### config.mk
export PLATFORM = sky130hd
export DESIGN_NAME = rr_mux_arbiter
export DESIGN_NICKNAME = d
export VERILOG_FILES = /design/src/rtl/rr_mux_arbiter.sv
export SDC_FILE = /design/constraint.sdc
export NUM_CORES = 1
export LEC_CHECK = 0
export ABC_AREA = 1
export CAP_MARGIN = 5
export CELL_PAD_IN_SITES_DETAIL_PLACEMENT = 1
export CELL_PAD_IN_SITES_GLOBAL_PLACEMENT = 2
export CORE_UTILIZATION = 35
export DETAILED_ROUTE_END_ITERATION = 6
export DONT_BUFFER_PORTS = 1
export GPL_TIMING_DRIVEN = 1
export MAX_ROUTING_LAYER = met4
export PLACE_DENSITY_LB_ADDON = 0.1
export SLEW_MARGIN = 0
export SYNTH_ARGS = -nofsm -noshare
export SYNTH_HDL_FRONTEND = slang
export SYNTH_SLANG_ARGS = --single-unit
### constraint.sdc
create_clock -name clk -period 6.9 [get_ports clk]
set_input_delay 1.38 -clock clk [delete_from_list [all_inputs] [get_ports clk]]
set_output_delay 1.38 -clock clk [all_outputs]
set_load 0.01 [all_outputs]
### src/rtl/rr_mux_arbiter.sv
// rr_mux_arbiter
//   Round-robin arbiter and select controller for an N:1 mux datapath.
//   N requesters compete for one W-bit output lane. The block picks the
//   owner with a rotating-priority scan, registers the one-hot grant and the
//   mux select, and steers the owner's lane to data_out.
//
//   Optional feature (macro RR_ARB_HOLD_LIMIT_EN): an owner that has held the
//   lane for MAX_HOLD consecutive cycles is preempted when someone else waits.
//   With the macro undefined the owner keeps the lane until it drops req.
//
// Ports
//   clk       rising-edge clock
//   rst       synchronous active-high reset
//   req       [N-1:0]    level-sensitive requests
//   data_in   [N*W-1:0]  lane i is bits [i*W +: W]
//   gnt       [N-1:0]    registered one-hot grant, zero when idle
//   sel       [$clog2(N)-1:0] registered select, index of the current owner
//   valid     registered, high while a grant is active
//   data_out  [W-1:0]    lane[sel] when valid, else zero
module rr_mux_arbiter #(
  parameter int N        = 8,
  parameter int W        = 1,
  parameter int MAX_HOLD = 4
) (
  input  logic                         clk,
  input  logic                         rst,
  input  logic [N-1:0]                 req,
  input  logic [N*W-1:0]               data_in,
  output logic [N-1:0]                 gnt,
  output logic [$clog2(N)-1:0]         sel,
  output logic                         valid,
  output logic [W-1:0]                 data_out
);

  localparam int SW = (N > 1) ? $clog2(N) : 1;

  typedef enum logic {IDLE, GRANT} state_t;

  state_t        state_reg, state_next;
  logic [SW-1:0] sel_reg, sel_next;
  logic [SW-1:0] ptr_reg, ptr_next;
  logic [N-1:0]  gnt_reg, gnt_next;
  logic          valid_reg, valid_next;

`ifdef RR_ARB_HOLD_LIMIT_EN
  localparam int HW = (MAX_HOLD > 1) ? $clog2(MAX_HOLD) : 1;
  localparam logic [HW-1:0] HOLD_LAST = HW'(MAX_HOLD - 1);
  logic [HW-1:0] hold_cnt_reg, hold_cnt_next;
`endif

  // Candidates for a new grant never include the current owner: on release
  // its req bit is already zero, and on preemption it must be skipped. In
  // IDLE gnt_reg is zero so the mask is transparent.
  logic [N-1:0]  arb_req;
  logic [N-1:0]  rot_req;
  logic [SW-1:0] offset;
  logic          found;
  logic [SW-1:0] winner;

  assign arb_req = req & ~gnt_reg;
  assign found   = |arb_req;

  // Rotate so that bit 0 is the requester at ptr; N is a power of two, so
  // the index wraps for free in SW bits.
  generate
    for (genvar gi = 0; gi < N; gi++) begin : g_rot
      localparam logic [SW-1:0] OFF = SW'(gi);
      assign rot_req[gi] = arb_req[ptr_reg + OFF];
    end
  endgenerate

  // Lowest set bit of the rotated vector is the first requester at or after ptr.
  always_comb begin
    offset = '0;
    for (int k = N - 1; k >= 0; k--) begin
      if (rot_req[k]) offset = SW'(k);
    end
  end

  assign winner = ptr_reg + offset;

  // Next-state and register updates.
  always_comb begin
    state_next = state_reg;
    sel_next   = sel_reg;
    ptr_next   = ptr_reg;
    gnt_next   = gnt_reg;
    valid_next = valid_reg;
`ifdef RR_ARB_HOLD_LIMIT_EN
    hold_cnt_next = hold_cnt_reg;
`endif
    case (state_reg)
      IDLE: begin
        if (found) begin
          state_next = GRANT;
          sel_next   = winner;
          gnt_next   = {{(N-1){1'b0}}, 1'b1} << winner;
          valid_next = 1'b1;
          ptr_next   = winner + SW'(1);
`ifdef RR_ARB_HOLD_LIMIT_EN
          hold_cnt_next = '0;
`endif
        end
      end
      GRANT: begin
        if (!req[sel_reg]) begin
          if (found) begin
            // zero-bubble handover
            sel_next   = winner;
            gnt_next   = {{(N-1){1'b0}}, 1'b1} << winner;
            ptr_next   = winner + SW'(1);
`ifdef RR_ARB_HOLD_LIMIT_EN
            hold_cnt_next = '0;
`endif
          end else begin
            state_next = IDLE;
            gnt_next   = '0;
            valid_next = 1'b0;
          end
        end else begin
`ifdef RR_ARB_HOLD_LIMIT_EN
          if (hold_cnt_reg == HOLD_LAST) begin
            if (found) begin
              // owner used up its tenure and someone else waits
              sel_next      = winner;
              gnt_next      = {{(N-1){1'b0}}, 1'b1} << winner;
              ptr_next      = winner + SW'(1);
              hold_cnt_next = '0;
            end
          end else begin
            hold_cnt_next = hold_cnt_reg + HW'(1);
          end
`endif
        end
      end
      default: begin
        state_next = IDLE;
        gnt_next   = '0;
        valid_next = 1'b0;
      end
    endcase
  end

  always_ff @(posedge clk) begin
    if (rst) begin
      state_reg <= IDLE;
      sel_reg   <= '0;
      ptr_reg   <= '0;
      gnt_reg   <= '0;
      valid_reg <= 1'b0;
`ifdef RR_ARB_HOLD_LIMIT_EN
      hold_cnt_reg <= '0;
`endif
    end else begin
      state_reg <= state_next;
      sel_reg   <= sel_next;
      ptr_reg   <= ptr_next;
      gnt_reg   <= gnt_next;
      valid_reg <= valid_next;
`ifdef RR_ARB_HOLD_LIMIT_EN
      hold_cnt_reg <= hold_cnt_next;
`endif
    end
  end

  // Output lane mux driven only by registered select/valid.
  logic [W-1:0] lanes [N];
  generate
    for (genvar gi = 0; gi < N; gi++) begin : g_lane
      assign lanes[gi] = data_in[gi*W +: W];
    end
  endgenerate

  assign gnt      = gnt_reg;
  assign sel      = sel_reg;
  assign valid    = valid_reg;
  assign data_out = valid_reg ? lanes[sel_reg] : '0;

endmodule
Yosys cells after proc, flatten, opt, wreduce, memory -nomap -nowiden:

Cells that the tools add are included.

* input bits: 18
* bits in latches: 0
* output and inout port bits: 13
* memories: 0
* register bits after elaboration: 16
* RAM bits: 0
* memory bits (read-only): 0

* add/subtract/negate cells: 9
* shifts and indexed selects: 1
* equal/unequal tests: 3
* magnitude comparators: 10
* divide/modulo/power cells: 0
* multiplexer cells: 47
* multiply operators: 0
* bitwise logic cells: 4
* reductions and logical operators: 3

Operators by type and width (count)
* 3-bit by 4-bit < comparator with 1-bit output, second input constant: 9
* 3-bit 2-to-1 mux: 12
* 1-bit binary-select mux with 3-bit select: 10
* 8-bit 2-to-1 mux: 3
* 1-bit 2-to-1 mux: 17
* 8-bit one-hot mux with 2 select lines: 1
* 3-bit adder, second input constant: 4
* 3-bit one-hot mux with 2 select lines: 2
* 8-bit AND: 1
* 8-bit inverter: 1
* 8-bit OR reduction: 1
* 1-bit by 3-bit << shifter with 8-bit output, first input constant: 1
* 3-bit by 1-bit adder with 3-bit output, second input constant: 2
* 3-bit by 2-bit adder with 3-bit output, second input constant: 2
* 2-bit != test, second input constant: 3
* 4-bit >= comparator, second input constant: 1
* 3-bit inverter with 4-bit output: 1
* 1-bit one-hot mux with 2 select lines: 2
* 3-bit adder: 1
* 3-bit AND reduction: 1
* 2-bit AND reduction: 1
* 1-bit inverter: 1

Logic depth before layout (Yosys ltp):

Gate-level depths: netlist (run 1).

* depth in word-level cells: 17
* mapped depth: 21
* gate-level depth less buffers: 20

Worst setup path after synthesis (run 1):

Ideal clock, no wire load.

* path type: input port to flip-flop
* start: in req[5]
* end: reg ptr_reg[2]
* data arrival time: 3636 ps
* path slack: 3178 ps
* path buffers: 0
* stages on the path: 18
* path through: nand3_1 nand3_1 nand3_1 nand2_2 a21oi_1 o21bai_1 nand2_1 nand2_1 a21boi_0 ha_1 fa_1 xor2_1 inv_1 nand3_4 nand2_4 inv_1 ha_1 a211oi_1

* cells in the longest elaborated chain, start to end: 16
* elaborated cells on any way between the ends: 34

RTL lines
* start: declaration: line 27 `input logic [N-1:0] req,`
* 8-bit AND *: line 60 `assign arb_req = req & ~gnt_reg;`
* 1-bit binary-select mux with 3-bit select: line 68 `assign rot_req[gi] = arb_req[ptr_reg + OFF];`
* 1-bit 2-to-1 mux (implied by the code): line 68
* 3-bit 2-to-1 mux (7 in a row): line 76 `if (rot_req[k]) offset = SW'(k);`
* 3-bit 2-to-1 mux *: line 76
* 3-bit adder *: line 80 `assign winner = ptr_reg + offset;`
* via winner[2]: line 58 `logic [SW-1:0] winner;`
* 3-bit by 1-bit adder with 3-bit output *: line 99, 111
* 3-bit 2-to-1 mux *: line 94, 107
* 3-bit 2-to-1 mux: line 106 `if (!req[sel_reg]) begin`
* 3-bit one-hot mux with 2 select lines *: line 92 `case (state_reg)`
* end signal: assignment: line 157 `ptr_reg <= ptr_next;`
* end: declaration: line 41 `logic [SW-1:0] ptr_reg, ptr_next;`

The timed path passes the listed nets; every way through them passes the cells marked *. The select of a mux whose other input is x is not followed.
A chain may end at the register's enable or synchronous reset.

Worst setup path after layout (run 1):

* start: reg ptr_reg[0]
* end: reg ptr_reg[2]

* cells in the longest elaborated chain, start to end: 16
* elaborated cells on any way between the ends: 36

RTL lines (line)
* 3-bit adder: 68
* 1-bit binary-select mux with 3-bit select: 68
* 1-bit 2-to-1 mux (implied by the code): 68
* 3-bit 2-to-1 mux (8 in a row): 76
* 3-bit adder *: 80
* via winner[2]: 58
* 3-bit by 1-bit adder with 3-bit output *: 99, 111
* 3-bit 2-to-1 mux *: 94, 107
* 3-bit 2-to-1 mux: 106
* 3-bit one-hot mux with 2 select lines *: 92

Marked as above.

==> flow_metrics.tcl, run 1 <==
set metrics [dict create \
    status "complete, no violations" \
    synth_compound_area_share_pct 15.7 \
    grt.overflow.total 0 \
    wire_per_inst_um 16.2 \
    via_count 1531 \
    grt_max_degree 17 \
    cp.arrival_ns 3.90 \
    setup_tns_ns 0 \
    final.fill_count 576 \
    drive_gt1_share_pct 18.2 \
    worst_pin_slew_ns 0.541 \
    drc_errors 0 \
    vdd_ir_drop_max_mv 0.226 \
    setup-violations-final 0 \
    drt-total-wl_mm 4.59 \
    synth_ff_type "dfxtp_1" \
    power_uw 996 \
    ios 31 \
    synth_top_area_cell "dfxtp_1" \
    htreeDepth 1 \
    synth_xor_area_share_pct 3.62 \
    fp.dieH_um 69.4 \
    crit_type "flop to flop" \
    diodes 0 \
    slew_headroom_pct 63.9 \
    final_util_pct 38.1 \
    grt_usage_pct 20.2 \
    maxCapViolations 0 \
    grt_antenna_before_repair 0 \
    cts.clk_slew.worst_paths_ns 0.07 \
    synth_edf_count 0 \
    syn_to_final_growth_pct 4.41 \
    cts_buffers 3 \
    yosys_warnings 0 \
    layout_common_cells "nand2_1, nand3_1, inv_1, nor2_1, dfxtp_1" \
    ys_top_cells_by_area "dfxtp_1, nand3_1, nand2_1" \
    synth-seq-cells 16 \
    synth_top_area_share_pct 20.1 \
    holdBufCountCts 0 \
    dr.pass1.iters 4 \
    period_minus_slack_ns 3.73 \
    end_kind "flop" \
    chipWidth_um 69.4 \
    vias_per_cell 5.41 \
    finalInstanceArea_um2 1660 \
    powerDensity_nw_per_um2 600 \
    rows 24 \
    synth_top_family_by_area "simple AND/OR/NAND/NOR gates" \
    p_leak_uw 0.000755 \
    post_cts_resized 0 \
    ant_nets 0 \
    grt_setup_unrepaired "no" \
    synth_nets 263 \
    io_buffers 0 \
    clock.fmax_mhz 268 \
    post-route-period-util_pct 54.0 \
    skew_ns 0.00368 \
    synth_fa_ha_area_share_pct 9.13 \
    largest_register_ffs 8 \
    drv_slew 0 \
    final_nets 261 \
    globalplace.congestion 0.835 \
    synth_mux_area_share_pct 0 \
    async_flop_share_pct 0 \
    yosysSeqAreaShare_pct 20.1 \
    syn_inst 234 \
    cts_setup_buffers 0 \
    dieArea_um2 4820 \
    cts_tree "built" \
    drt-initial-drc-count 63 \
    final_cells 283 \
    critPathLaunchType "flop" \
    core_um2 4350 \
    first_global_vias 1605 \
    hpwl_mm 3.88 \
    clock_latency_ns 0.25 \
    dpl.cell_count 279 \
    synth_cell_types 31 \
    placed_area_um2 1610 \
    cp_data_required_time_ns 7.07 \
    cts.sinks 16 \
    clock_path_buffers 2 \
    root_buffer "clkbuf_8" \
    hold_viol_final 0 \
    min_path_type "flop to flop" \
    crit_path_max_fanout 11 \
    yosys.area_share.simple_pct 39.7 \
    final_common_cell "nand2_1" \
    initial_core_util_pct 36.5 \
    grt_pass1_wl_mm 7.58 \
    syn_area_per_cell_um2 6.80 \
    netlist_area_um2 1590 \
]
==> through the flow <==
stage	hold slack, ns	setup WS (ns)
final	0.552	3.17
after global routing	0.589	2.89
after CTS	0.560	3.11
after detailed placement	0.550	2.93
after global placement	0.528	3.01
after floorplan	0.491	3.18
==> Yosys cell counts (2+ instances only) <==
cell type  count
a211oi_1       7
a21oi_1       15
a21oi_2        3
buf_4          2
buf_6          2
clkbuf_1       2
dfxtp_1       16
ha_1          10
inv_1         28
inv_2          6
nand2_1       44
nand2_2        6
nand2_4        2
nand3_1       34
nand3_2       13
nor2_1        16
nor2_4         2
o21ai_0       10
o22ai_1        3
xnor2_2        2
==> where the power goes <==
part | switching [uW] | internal (uW) | leakage (uW)
Sequential | 66.2 | 123 | 0.000132
Combinational | 461 | 262 | 0.000595
Clock | 33.0 | 50.6 | 0.0000288
==> path summary, 6_finish.rpt <==
kind	to	startpoint	slack, ns	cells after the start
setup / recovery	ptr_reg[2]	ptr_reg[0]	3.17	19
hold / removal	gnt[4]	gnt[4]	0.55	2
setup reg to reg	ptr_reg[2]	ptr_reg[0]	3.17	19
hold reg to reg	gnt[4]	gnt[4]	0.55	2
==> area by class of cell <==
type                            count  area, um^2  share of cell area [%]
Multi-Input combinational cell    176        1080                    65.3
Sequential cell                    16         320                    19.3
Inverter                           35         136                    8.21
Tap cell                           52        65.1                    3.92
Clock buffer                        4        55.1                    3.32
==> critical path: stages, from the launching register on <==
cell,delay [ns]
dfxtp_1,0.66
inv_6,0.13
ha_1,0.42
inv_2,0.13
nand3_1,0.10
nand3_1,0.12
a21oi_1,0.09
o21bai_1,0.12
nand2_1,0.06
nand2_1,0.05
a21boi_0,0.08
ha_1,0.20
fa_1,0.38
xor2_1,0.27
inv_1,0.12
nand3_4,0.12
nand2_4,0.08
inv_1,0.07
ha_1,0.23
a211oi_1,0.22
==> routing by layer <==
layer | vias up | track usage (%) | share of wire (%)
met5 | - | - | 0
met4 | 0 | 6.35 | 1.6
met3 | 9 | 2.76 | 3.6
met2 | 29 | 33.5 | 48
met1 | 729 | 25.5 | 46
li1 | 764 | - | -
==> kinds of logic after synthesis <==
group	Yosys count
AO/OA/AOI/OAI	42
XOR/XNOR	4
adder cells (fa/ha/maj)	11
buffers and inverters	42
flip-flops	16
AND/OR/NAND/NOR	119
Note: power is estimated with default switching activity, not from simulation.
==> run 2, diff against run 1 <==
Settings changed: CORE_UTILIZATION 35 to 31.
Clock period 6.9 ns to 3.15 ns, I/O delays scaled along.
==> flow_metrics.tcl, run 2 (synthesized netlist as in run 1, its figures left out) <==
set metrics [dict create \
    diodes 0 \
    drv_slew 0 \
    status "complete, no violations" \
    powerDensity_nw_per_um2 1360 \
    final_cells 317 \
    core_um2 4820 \
    dr.pass1.iters 4 \
    highest_layer "met4" \
    grt_max_degree 17 \
    period_minus_slack_ns 2.99 \
    multi_input_area_um2 1220 \
    maxCapViolations 0 \
    clock_path_buffers 2 \
    hpwl_mm 4.35 \
    globalplace.congestion 0.840 \
    cp_data_required_time_ns 3.32 \
    cts_setup_buffers 0 \
    dieArea_um2 5420 \
    worst_pin_slew_ns 0.489 \
    cp.arrival_ns 3.16 \
    grt_antenna_before_repair 0 \
    root_buffer "clkbuf_8" \
    final_common_cell "nand2_1" \
    crit_type "flop to flop" \
    post-route-period-util_pct 94.8 \
    final_nets 281 \
    via_count 1619 \
    wire_per_inst_um 16.4 \
    syn_to_final_growth_pct 23.7 \
    first_global_vias 1631 \
    power_uw 2670 \
    rows 25 \
    ios 31 \
    skew_ns 0.00232 \
    routed-wl-met3_um 240 \
    cts_tree "built" \
    final.fill_count 642 \
    cts.sinks 16 \
    wl_met2_mm 2.45 \
    chipWidth_um 73.6 \
    drc_errors 0 \
    clock.fmax_mhz 335 \
    holdBufCountCts 0 \
    ant_nets 0 \
    drt-initial-drc-count 58 \
    finalInstanceArea_um2 1970 \
    end_kind "flop" \
    setup_tns_ns 0 \
    met1_length_mm 2.47 \
    min_path_type "input pin to flop" \
    io_buffers 0 \
    critPathLaunchType "flop" \
    dpl.cell_count 314 \
    layout_common_cells "nand2_1, inv_1, nand3_1, nand3_2, buf_4" \
    crit_path_max_fanout 5 \
    slew_headroom_pct 67.3 \
    htreeDepth 1 \
    placed_area_um2 1790 \
    vdd_ir_drop_max_mv 0.495 \
    hold_viol_final 0 \
    drt-total-wl_mm 5.21 \
    final_util_pct 40.8 \
    grt.overflow.total 0 \
    vias_per_cell 5.11 \
    setup-violations-final 0 \
    cts.clk_slew.worst_paths_ns 0.06 \
    initial_core_util_pct 33.0 \
    grt_pass1_wl_mm 8.36 \
    seqCellArea_um2 328 \
    grt_usage_pct 21.3 \
    p_leak_uw 0.000877 \
    cts_buffers 3 \
    largest_register_ffs 8 \
    drive_gt1_share_pct 34.0 \
    fp.dieH_um 73.6 \
    clock_latency_ns 0.25 \
]
==> run 2: path summary, 6_finish.rpt <==
path | from | end | slack [ns] | cells past startpoint
hold reg to reg | valid | valid | 0.57 | 2
setup / recovery | ptr_reg[1] | ptr_reg[2] | 0.16 | 19
hold / removal | rst | gnt[4] | 0.44 | 1
setup reg to reg | ptr_reg[1] | ptr_reg[2] | 0.16 | 19
==> run 2: layout make-up <==
class                           instances  share of cell area [%]
Timing Repair Buffer                   20                    7.82
Inverter                               35                    7.32
Clock buffer                            3                    2.10
Sequential cell                        16                    16.7
Tap cell                               67                    4.26
Multi-Input combinational cell        176                    61.8
==> run 2: repair_timing <==
action                                  4_1_cts  5_1_grt
endpoints found under the setup margin        7        9
resized for setup                             3       30
pin swaps                                     0        9
==> run 2: routing by layer <==
| layer | vias to the layer above | GRT usage (%) |
|---|---|---|
| met1 | 777 | 28.2 |
| met3 | 5 | 2.88 |
| met2 | 34 | 34.4 |
| met5 | - | - |
| met4 | 0 | 5.13 |
| li1 | 803 | - |
==> run 2: critical path, cell delays in order (launching register included) <==
cell	delay, ns
dfxtp_4	0.37
inv_4	0.05
ha_4	0.28
inv_6	0.09
nand3_4	0.10
nand3_4	0.11
a21oi_2	0.06
o21bai_1	0.13
nand2_1	0.06
nand2_1	0.07
a21boi_2	0.05
ha_2	0.18
fa_2	0.40
xor2_2	0.19
inv_1	0.09
nand3_4	0.09
nand2_4	0.08
inv_1	0.04
ha_1	0.28
a211oi_2	0.17
==> run 2: power breakdown <==
part	switching [uW]	internal [uW]	leakage, uW
combinational	1260	885	0.000723
clock	70.3	84.9	0.0000216
sequential	94.1	276	0.000133
total	1430	1250	0.000877
==> run 2: per-stage QoR <==
step | setup slack (ns) | hold slack [ns]
CTS | 0.0394 | 0.432
global route | -0.00300 | 0.427
floorplan | 0.0778 | 0.491
finish | 0.164 | 0.445
global placement | 0.0199 | 0.538
detailed placement | -0.126 | 0.553
==> run 3, diff against run 2 <==
Settings changed: TNS_END_PERCENT set to 50.
==> results of run 3 <==
No change in the layout: final DEF, timing and power equal those of run 2.
